### src/rtl/vgafb_scangen_if.sv
`default_nettype none
// ============================================================================
//  Module : vgafb_scangen_if
//  Purpose: Bundles the pixel-feed handshake and the sys->vga FIFO write port
//           used by the vgafb scan generator.
//  Signals:
//    pix_valid  - pixel feed has a word available
//    pix_data   - pixel word (format selected by the scan generator mode)
//    pix_ack    - scan generator consumes pix_data this cycle
//    fifo_full  - FIFO almost-full (one free slot still guaranteed)
//    fifo_we    - FIFO write strobe
//    fifo_data  - {vsync_n, hsync_n, r[7:0], g[7:0], b[7:0]}
//  Modports:
//    master - the scan generator (drives ack and the FIFO write port)
//    slave  - the surrounding pixel source / FIFO
//  Revision: 1.0 - initial release
// ============================================================================
interface vgafb_scangen_if;
  logic        pix_valid;
  logic [31:0] pix_data;
  logic        pix_ack;
  logic        fifo_full;
  logic        fifo_we;
  logic [25:0] fifo_data;

  modport master (
    input  pix_valid, pix_data, fifo_full,
    output pix_ack, fifo_we, fifo_data
  );

  modport slave (
    output pix_valid, pix_data, fifo_full,
    input  pix_ack, fifo_we, fifo_data
  );
endinterface
`default_nettype wire

### src/rtl/vgafb_scangen.sv
`default_nettype none
// ============================================================================
//  Module : vgafb_scangen
//  Purpose: Raster scan generator for the vgafb framebuffer. Runs the h/v
//           counters in the system clock, pulls pixels from the pixel feed
//           and writes {vsync_n, hsync_n, RGB888} words into the sys->vga
//           clock-crossing FIFO.
//  Ports:
//    sys_clk, sys_rst          - clock, synchronous active-high reset
//    enable                    - run request; dropping it stops at end of frame
//    hres..hscan, vres..vscan  - raster timing (pixels / lines, last index)
//    hsync_pol, vsync_pol      - 1 = active-high sync at the pads
//    mode                      - 0 RGB565, 1 RGB888, 2 gray8, 3 black
//    hdouble                   - emit every source pixel twice
//    bus                       - pixel feed + FIFO write port (master side)
//    frame_start               - pulse alongside the word at h=0, v=0
//    running                   - generator is not idle
//    underrun_clr              - clears underrun_count
//    underrun_count            - saturating count of active feed stalls
//  Revision: 1.0 - initial release
// ============================================================================
module vgafb_scangen #(
  parameter int TW  = 12,
  parameter int UCW = 16
) (
  input  wire logic           sys_clk,
  input  wire logic           sys_rst,
  input  wire logic           enable,
  input  wire logic [TW-1:0]  hres,
  input  wire logic [TW-1:0]  hsync_start,
  input  wire logic [TW-1:0]  hsync_end,
  input  wire logic [TW-1:0]  hscan,
  input  wire logic [TW-1:0]  vres,
  input  wire logic [TW-1:0]  vsync_start,
  input  wire logic [TW-1:0]  vsync_end,
  input  wire logic [TW-1:0]  vscan,
  input  wire logic           hsync_pol,
  input  wire logic           vsync_pol,
  input  wire logic [1:0]     mode,
  input  wire logic           hdouble,
  vgafb_scangen_if.master     bus,
  output logic                frame_start,
  output logic                running,
  input  wire logic           underrun_clr,
  output logic [UCW-1:0]      underrun_count
);

  localparam logic [1:0] ST_IDLE = 2'd0;
  localparam logic [1:0] ST_RUN  = 2'd1;
  localparam logic [1:0] ST_STOP = 2'd2;

  localparam logic [TW-1:0]  TW_ONE  = TW'(1);
  localparam logic [UCW-1:0] UCW_ONE = UCW'(1);

  logic [1:0]     state_q, state_d;
  logic [TW-1:0]  h_q, h_d;
  logic [TW-1:0]  v_q, v_d;
  logic           phase_q, phase_d;
  logic           fifo_we_q, fifo_we_d;
  logic [25:0]    fifo_data_q, fifo_data_d;
  logic           frame_start_q, frame_start_d;
  logic [UCW-1:0] underrun_q, underrun_d;

  logic           live;
  logic           active;
  logic           step;
  logic           at_frame_end;
  logic           hs_act, vs_act;
  logic [23:0]    rgb;
  logic           stall;

  // Upper byte of the pixel word is never used by any supported format.
  logic           unused_pix_hi;
  assign unused_pix_hi = ^bus.pix_data[31:24];

  // --------------------------------------------------------------------------
  // FSM: state register
  // --------------------------------------------------------------------------
  always_ff @(posedge sys_clk) begin
    if (sys_rst) begin
      state_q <= ST_IDLE;
    end else begin
      state_q <= state_d;
    end
  end

  // --------------------------------------------------------------------------
  // FSM: next state. A stop request only takes effect once the last word of
  // the frame has been stepped, so the display never sees a truncated frame.
  // --------------------------------------------------------------------------
  always_comb begin
    state_d = state_q;
    case (state_q)
      ST_IDLE: if (enable) state_d = ST_RUN;
      ST_RUN:  if (!enable) state_d = ST_STOP;
      ST_STOP: begin
        if (enable)                    state_d = ST_RUN;
        else if (step && at_frame_end) state_d = ST_IDLE;
      end
      default: state_d = ST_IDLE;
    endcase
  end

  // --------------------------------------------------------------------------
  // FSM: outputs
  // --------------------------------------------------------------------------
  always_comb begin
    live    = (state_q != ST_IDLE);
    running = live;
  end

  // --------------------------------------------------------------------------
  // Raster datapath
  // --------------------------------------------------------------------------
  always_comb begin
    active       = (h_q < hres) && (v_q < vres);
    at_frame_end = (h_q == hscan) && (v_q == vscan);
    // Blanking never waits for the feed; only the FIFO can hold it back.
    step         = live && !bus.fifo_full && (!active || bus.pix_valid);
    // With doubling, the source pixel is consumed on its second emission.
    bus.pix_ack  = step && active && (!hdouble || phase_q);
    stall        = live && !bus.fifo_full && active && !bus.pix_valid;

    // An empty window (start >= end) naturally never asserts.
    hs_act = (h_q >= hsync_start) && (h_q < hsync_end);
    vs_act = (v_q >= vsync_start) && (v_q < vsync_end);
  end

  always_comb begin
    rgb = 24'h0;
    if (active) begin
      case (mode)
        2'd0: rgb = {bus.pix_data[15:11], bus.pix_data[15:13],
                     bus.pix_data[10:5],  bus.pix_data[10:9],
                     bus.pix_data[4:0],   bus.pix_data[4:2]};
        2'd1: rgb = bus.pix_data[23:0];
        2'd2: rgb = {3{bus.pix_data[7:0]}};
        default: rgb = 24'h0;
      endcase
    end
  end

  always_comb begin
    h_d     = h_q;
    v_d     = v_q;
    phase_d = phase_q;

    if (!live) begin
      h_d     = '0;
      v_d     = '0;
      phase_d = 1'b0;
    end else begin
      if (step) begin
        if (h_q == hscan) begin
          h_d = '0;
          v_d = (v_q == vscan) ? '0 : v_q + TW_ONE;
        end else begin
          h_d = h_q + TW_ONE;
        end
      end
      // Phase restarts at every blanking interval, so an odd hres simply
      // leaves the last source pixel of the line un-acked.
      if (!active)   phase_d = 1'b0;
      else if (step) phase_d = ~phase_q;
    end

    fifo_we_d     = step;
    fifo_data_d   = step ? {vs_act ^ !vsync_pol, hs_act ^ !hsync_pol, rgb} : fifo_data_q;
    frame_start_d = step && (h_q == '0) && (v_q == '0);

    underrun_d = underrun_q;
    if (underrun_clr)                      underrun_d = '0;
    else if (stall && (underrun_q != '1))  underrun_d = underrun_q + UCW_ONE;
  end

  always_ff @(posedge sys_clk) begin
    if (sys_rst) begin
      h_q           <= '0;
      v_q           <= '0;
      phase_q       <= 1'b0;
      fifo_we_q     <= 1'b0;
      fifo_data_q   <= '0;
      frame_start_q <= 1'b0;
      underrun_q    <= '0;
    end else begin
      h_q           <= h_d;
      v_q           <= v_d;
      phase_q       <= phase_d;
      fifo_we_q     <= fifo_we_d;
      fifo_data_q   <= fifo_data_d;
      frame_start_q <= frame_start_d;
      underrun_q    <= underrun_d;
    end
  end

  assign bus.fifo_we    = fifo_we_q;
  assign bus.fifo_data  = fifo_data_q;
  assign frame_start    = frame_start_q;
  assign underrun_count = underrun_q;

endmodule
`default_nettype wire

### src/flat_wrapper.sv
// flat-port wrapper written by rule: the top's interface ports become plain ports
module vgafb_scangen_flat 
#(
  parameter int TW  = 12,
  parameter int UCW = 16
)
  (sys_clk, sys_rst, enable, hres, hsync_start, hsync_end, hscan, vres, vsync_start, vsync_end, vscan, hsync_pol, vsync_pol, mode, hdouble, frame_start, running, underrun_clr, underrun_count, bus_pix_valid, bus_pix_data, bus_fifo_full, bus_pix_ack, bus_fifo_we, bus_fifo_data);
  vgafb_scangen_if bus_i ();
  input  wire logic sys_clk;
  input  wire logic sys_rst;
  input  wire logic enable;
  input  wire logic [TW-1:0] hres;
  input  wire logic [TW-1:0] hsync_start;
  input  wire logic [TW-1:0] hsync_end;
  input  wire logic [TW-1:0] hscan;
  input  wire logic [TW-1:0] vres;
  input  wire logic [TW-1:0] vsync_start;
  input  wire logic [TW-1:0] vsync_end;
  input  wire logic [TW-1:0] vscan;
  input  wire logic hsync_pol;
  input  wire logic vsync_pol;
  input  wire logic [1:0] mode;
  input  wire logic hdouble;
  output logic frame_start;
  output logic running;
  input  wire logic underrun_clr;
  output logic [UCW-1:0] underrun_count;
  input wire logic [$bits(bus_i.pix_valid)-1:0] bus_pix_valid;
  input wire logic [$bits(bus_i.pix_data)-1:0] bus_pix_data;
  input wire logic [$bits(bus_i.fifo_full)-1:0] bus_fifo_full;
  output wire logic [$bits(bus_i.pix_ack)-1:0] bus_pix_ack;
  output wire logic [$bits(bus_i.fifo_we)-1:0] bus_fifo_we;
  output wire logic [$bits(bus_i.fifo_data)-1:0] bus_fifo_data;
  assign bus_i.pix_valid = bus_pix_valid;
  assign bus_i.pix_data = bus_pix_data;
  assign bus_i.fifo_full = bus_fifo_full;
  assign bus_pix_ack = bus_i.pix_ack;
  assign bus_fifo_we = bus_i.fifo_we;
  assign bus_fifo_data = bus_i.fifo_data;
  vgafb_scangen #(.TW(TW), .UCW(UCW)) u_core (.sys_clk(sys_clk), .sys_rst(sys_rst), .enable(enable), .hres(hres), .hsync_start(hsync_start), .hsync_end(hsync_end), .hscan(hscan), .vres(vres), .vsync_start(vsync_start), .vsync_end(vsync_end), .vscan(vscan), .hsync_pol(hsync_pol), .vsync_pol(vsync_pol), .mode(mode), .hdouble(hdouble), .bus(bus_i), .frame_start(frame_start), .running(running), .underrun_clr(underrun_clr), .underrun_count(underrun_count));
endmodule
### config.mk
export PLATFORM = sky130hd
export DESIGN_NAME = vgafb_scangen_flat
export DESIGN_NICKNAME = d
export VERILOG_FILES = /design/src/rtl/vgafb_scangen_if.sv /design/src/rtl/vgafb_scangen.sv /design/src/flat_wrapper.sv
export SDC_FILE = /design/constraint.sdc
export NUM_CORES = 1
export LEC_CHECK = 0
export CAP_MARGIN = 20
export CORE_ASPECT_RATIO = 2
export CORE_MARGIN = 4
export CORE_UTILIZATION = 47
export DETAILED_ROUTE_END_ITERATION = 10
export PLACE_DENSITY_LB_ADDON = 0.08
export SLEW_MARGIN = 15
export SYNTH_ARGS = -nofsm -noshare
export SYNTH_HDL_FRONTEND = slang
export SYNTH_SLANG_ARGS = --single-unit
### constraint.sdc
create_clock -name sys_clk -period 5.6 [get_ports sys_clk]
set_input_delay 1.12 -clock sys_clk [delete_from_list [all_inputs] [get_ports sys_clk]]
set_output_delay 1.12 -clock sys_clk [all_outputs]
set_load 0.02 [all_outputs]
==> impl_summary.log <==
INFO  metric synth_cells = 707
INFO  metric grtUsageMet3 = 3.675%
INFO  metric grt.overflow.total = 0
INFO  metric die_w = 84.58 microns
INFO  metric finish.instance_area = 7669 sq um
INFO  metric number_of_resized_instances_in_the_post_cts_repair_step = 0
INFO  metric post-route-drc-count = 0
INFO  metric buffer_ports.inserted = 176
INFO  metric r2r_end = u_core.bus.fifo_data[11]$_SDFFE_PP0P_
INFO  metric cts_max_path_buffers = 2
INFO  metric clk_latency = 0.33 ns
INFO  metric timing.critical_path.to = bus_pix_ack
INFO  metric wirelength = 16740 microns
INFO  metric maxSlewHeadroom = 51.56%
INFO  metric worstPathArrival = 3.86 ns
INFO  metric share_seq_of_total_power = 38.3%
INFO  metric cts_made_buffers = 9
INFO  metric fmax_achieved = 200.8 MHz
INFO  metric final-max-slew-violation-count = 0
INFO  metric n_antenna_cell = 0
INFO  metric worstPathRequired = 4.48 ns
INFO  metric cellLeakagePower = 3.397 nW
INFO  metric antenna_left = 0
INFO  metric worstHoldPathType = reg -> reg
INFO  metric drt_pass1_iterations = 5
INFO  metric finalSetupTns = 0 ns
INFO  metric rows = 55
INFO  metric p_switching = 0.0003157 W
INFO  metric setup-violations-final = 0
INFO  metric cts.repair_timing.setup_buffer_count = 0
INFO  metric area_delta_synth_final = 39.11%
INFO  metric timing.critical_path.to_type = primary output
INFO  metric place.detailed.instances = 1001
INFO  metric power_frac_comb = 17.0%
INFO  metric worst-slew-pin-transition = 0.7210 ns
INFO  metric antenna_found_initial = 0
INFO  metric coreArea = 11420 sq um
INFO  metric place_hpwl = 13330 microns
INFO  metric fin_skew = 0.009969 ns
INFO  metric final.min_clock_period = 4.980 ns
INFO  metric cts_hold_buffers = 0
INFO  metric htree_levels = 3
INFO  metric vdd_ir_drop_max = 0.1566 mV
INFO  metric grt-busiest-layer = met2
INFO  metric power_frac_clock = 44.7%
INFO  metric synth.cell_area = 5513 sq um
INFO  metric dieHeight = 161.2 microns
INFO  metric globalRouteTotalUtil = 23.99%
INFO  metric run_status = finished clean
INFO  metric unrepaired_setup_endpoints_after_global_routing = false
INFO  metric ys_types = 47
INFO  metric fin_crit_sh = 88.94%
INFO  metric timing.reg2reg.worst_path_depth = 7
INFO  metric r2r_start = u_core.v_q[1]$_SDFFE_PP0P_
INFO  metric worstPathMaxFanout = 3
INFO  metric yosys_most_used_dff = dfxtp_1
INFO  metric detailedRoute.firstIterationViolations = 216
INFO  metric cp_cell_sequence = clkdlybuf4s50_1 -> inv_1 -> ha_1 -> nand2_1 -> nor2_1 -> or4b_4 -> nand4_1 -> nand2_1 -> nor3_1 -> clkdlybuf4s50_1
INFO  metric cts.sinks = 71
INFO  metric global_route.usage.met1 = 23.99%
INFO  metric routing_usage_on_met2 = 46.18%
INFO  metric clk_pin_slew_worst_paths = 0.06 ns
INFO  metric placed_area = 7357 sq um
INFO  metric gp_congestion = 0.8408
INFO  metric num_io_pins = 185
INFO  metric grt_start_max_net_pins = 50
INFO  metric dr_wl_cell = 16.48 microns
INFO  metric crit_start = vres[11]
INFO  metric yosys_register_bits = 71
INFO  metric start_util = 48.26%
INFO  metric timing.reg2reg.setup_slack = 2.43 ns
INFO  metric synth_top_cell_area_share = 25.78%
INFO  metric crit_path_max_incr_delay = 0.64 ns
INFO  metric drive_gt1_share = 3.318%
INFO  metric clock_tree.root_cell = clkbuf_16
INFO  metric cpMaxStageDelayCell = clkdlybuf4s50_1
INFO  metric design.die.area = 13630 sq um
INFO  metric layout.cells.non_filler = 1016
INFO  metric timing.max_cap.violations = 0
INFO  metric final_nets = 1082
INFO  metric synth_warnings = 0
INFO  metric grt_pass1_vias = 5868
INFO  metric hold_viol = 0
INFO  metric start_kind = input port
INFO  metric postSynthAreaPerCell = 7.797 sq um
INFO  metric synth_async_sr_flop_share = 0%
INFO  metric detail_route.vias_per_cell = 5.580
INFO  metric syn_nets = 919
INFO  metric power_switching_share = 23.52%
INFO  metric vias = 5669
INFO  metric global_route_wire_length_before_repair = 26880 microns
INFO  metric criticalPathCategory = in -> out
INFO  metric synth_top_cell_by_area = dfxtp_1
INFO  metric cellInternalPower = 0.001027 W
INFO  metric number_of_flops_mapped_to_enable_cells_by_yosys = 0
INFO  metric cts_tree = built
INFO  metric synth_top_cells_by_area = dfxtp_1, ha_1, xor2_1
INFO  metric ys_seq_area_share = 25.78%
INFO  metric power_per_cell_area = 175.1 nW/um^2
-- worst min path at each step --
| stage | from | endpoint | depth (start not counted) |
|---|---|---|---|
| after CTS | u_core.bus.fifo_data[6]$_SDFFE_PP0P_ | u_core.bus.fifo_data[6]$_SDFFE_PP0P_ | 2 |
| after global routing | u_core.bus.fifo_data[0]$_SDFFE_PP0P_ | u_core.bus.fifo_data[0]$_SDFFE_PP0P_ | 2 |
| final | u_core.bus.fifo_data[3]$_SDFFE_PP0P_ | u_core.bus.fifo_data[3]$_SDFFE_PP0P_ | 2 |
| after floorplan | u_core.state_q[0]$_SDFFE_PP0P_ | u_core.state_q[0]$_SDFFE_PP0P_ | 1 |
| after detailed placement | u_core.bus.fifo_data[3]$_SDFFE_PP0P_ | u_core.bus.fifo_data[3]$_SDFFE_PP0P_ | 2 |
| after global placement | u_core.bus.fifo_data[0]$_SDFFE_PP0P_ | u_core.bus.fifo_data[0]$_SDFFE_PP0P_ | 2 |
-- synth_stat cells, types with 2 or more instances --
library cell	count
a2111oi_0	6
a211oi_1	4
a21o_1	11
a21oi_1	41
a22o_1	16
and2_1	2
and3_1	10
and4_1	4
buf_2	4
buf_6	2
clkbuf_1	21
dfxtp_1	71
ha_1	73
inv_1	78
mux2i_1	3
nand2_1	68
nand2b_1	12
nand3_1	34
nand3b_1	9
nand4_1	26
nor2_1	50
nor2b_1	12
nor3_1	15
nor4_1	11
o2111ai_1	8
o21a_1	4
o21ai_0	28
o41ai_1	2
or2_2	2
or3_1	3
xnor2_1	25
xor2_1	37
-- placed cells by master, fill, tap and decap left out, types with 5 or more instances in the layout --
master and n:
buf_4 5, o2111ai_1 8, nand3b_1 9, nor4_1 11, nand4_1 26, clkbuf_16 9, nor3_1 15, clkdlybuf4s50_1 176
o21ai_0 28, inv_1 78, a21oi_1 41, xnor2_1 25, a21o_1 11, nand3_1 34, nand2_1 68, and3_1 10
nand2b_1 12, ha_1 73, nor2b_1 12, a22o_1 16, xor2_1 37, a2111oi_0 6, dfxtp_1 71, nor2_1 50
-- logic make-up after synthesis --
| group | share of synthesized area, % |
|---|---|
| adder cells (fa/ha/maj) | 16.57 |
| buffers and inverters | 7.717 |
| multiplexers | 0.5447 |
| flip-flops | 25.78 |
| AO/OA/AOI/OAI | 15.32 |
| AND/OR/NAND/NOR | 24.22 |
| XOR/XNOR | 9.850 |
-- critical path: cells and delay by family --
family / cells / cell delay (ns)
simple gates: 6 / 1.31
buf+inv: 3 / 1.13
fa+ha+maj: 1 / 0.29
-- power by group through the flow --
stage	combinational [W]	sequential, W	clock [W]
6_report	0.000228	0.000514	0.000600
5_1_grt	0.000250	0.000514	0.000627
4_1_cts	0.000229	0.000514	0.000607
3_5_place_dp	0.000227	0.000525	0
3_3_place_gp	0.000221	0.000525	0
2_1_floorplan	0.0000916	0.000530	0
-- flip-flops by register name (all words and copies together), names as in the netlist --
signal,count
u_core.frame_start,1
u_core.bus.fifo_data,26
u_core.h_q,12
u_core.state_q,2
u_core.phase_q,1
u_core.underrun_count,16
u_core.v_q,12
u_core.bus.fifo_we,1
-- area by class of cell --
class / instances / area, sq um
well taps: 142 / 177.7
repair buffers: 181 / 1799
inverters: 78 / 292.8
fillers: 1025 / 3755
multi-input cells: 529 / 3666
clock inverters: 6 / 86.33
flip-flops and latches: 71 / 1421
clock buffers: 9 / 225.2
-- metrics by stage --
step           hold WS, ns  utilization [%]  worst slack (ns)  power [W]
6_report            0.4546            67.13            0.6196   0.001342
3_5_place_dp        0.4490            64.40            0.6067  0.0007526
5_1_grt             0.4708            67.13            0.4112   0.001391
2_1_floorplan       0.4486                -             1.223  0.0006217
3_3_place_gp        0.4433            64.40            0.5975  0.0007460
4_1_cts             0.4570            67.13            0.6054   0.001350
-- routing by layer --
metal	routed length (microns)	part of all wire [%]	vias up
met1	6042	36	2629
met2	9179	55	206
met5	0	0	-
met4	690	4.1	0
met3	829	5.0	46
li1	-	-	2788
Note: power is estimated with default switching activity, not from simulation.
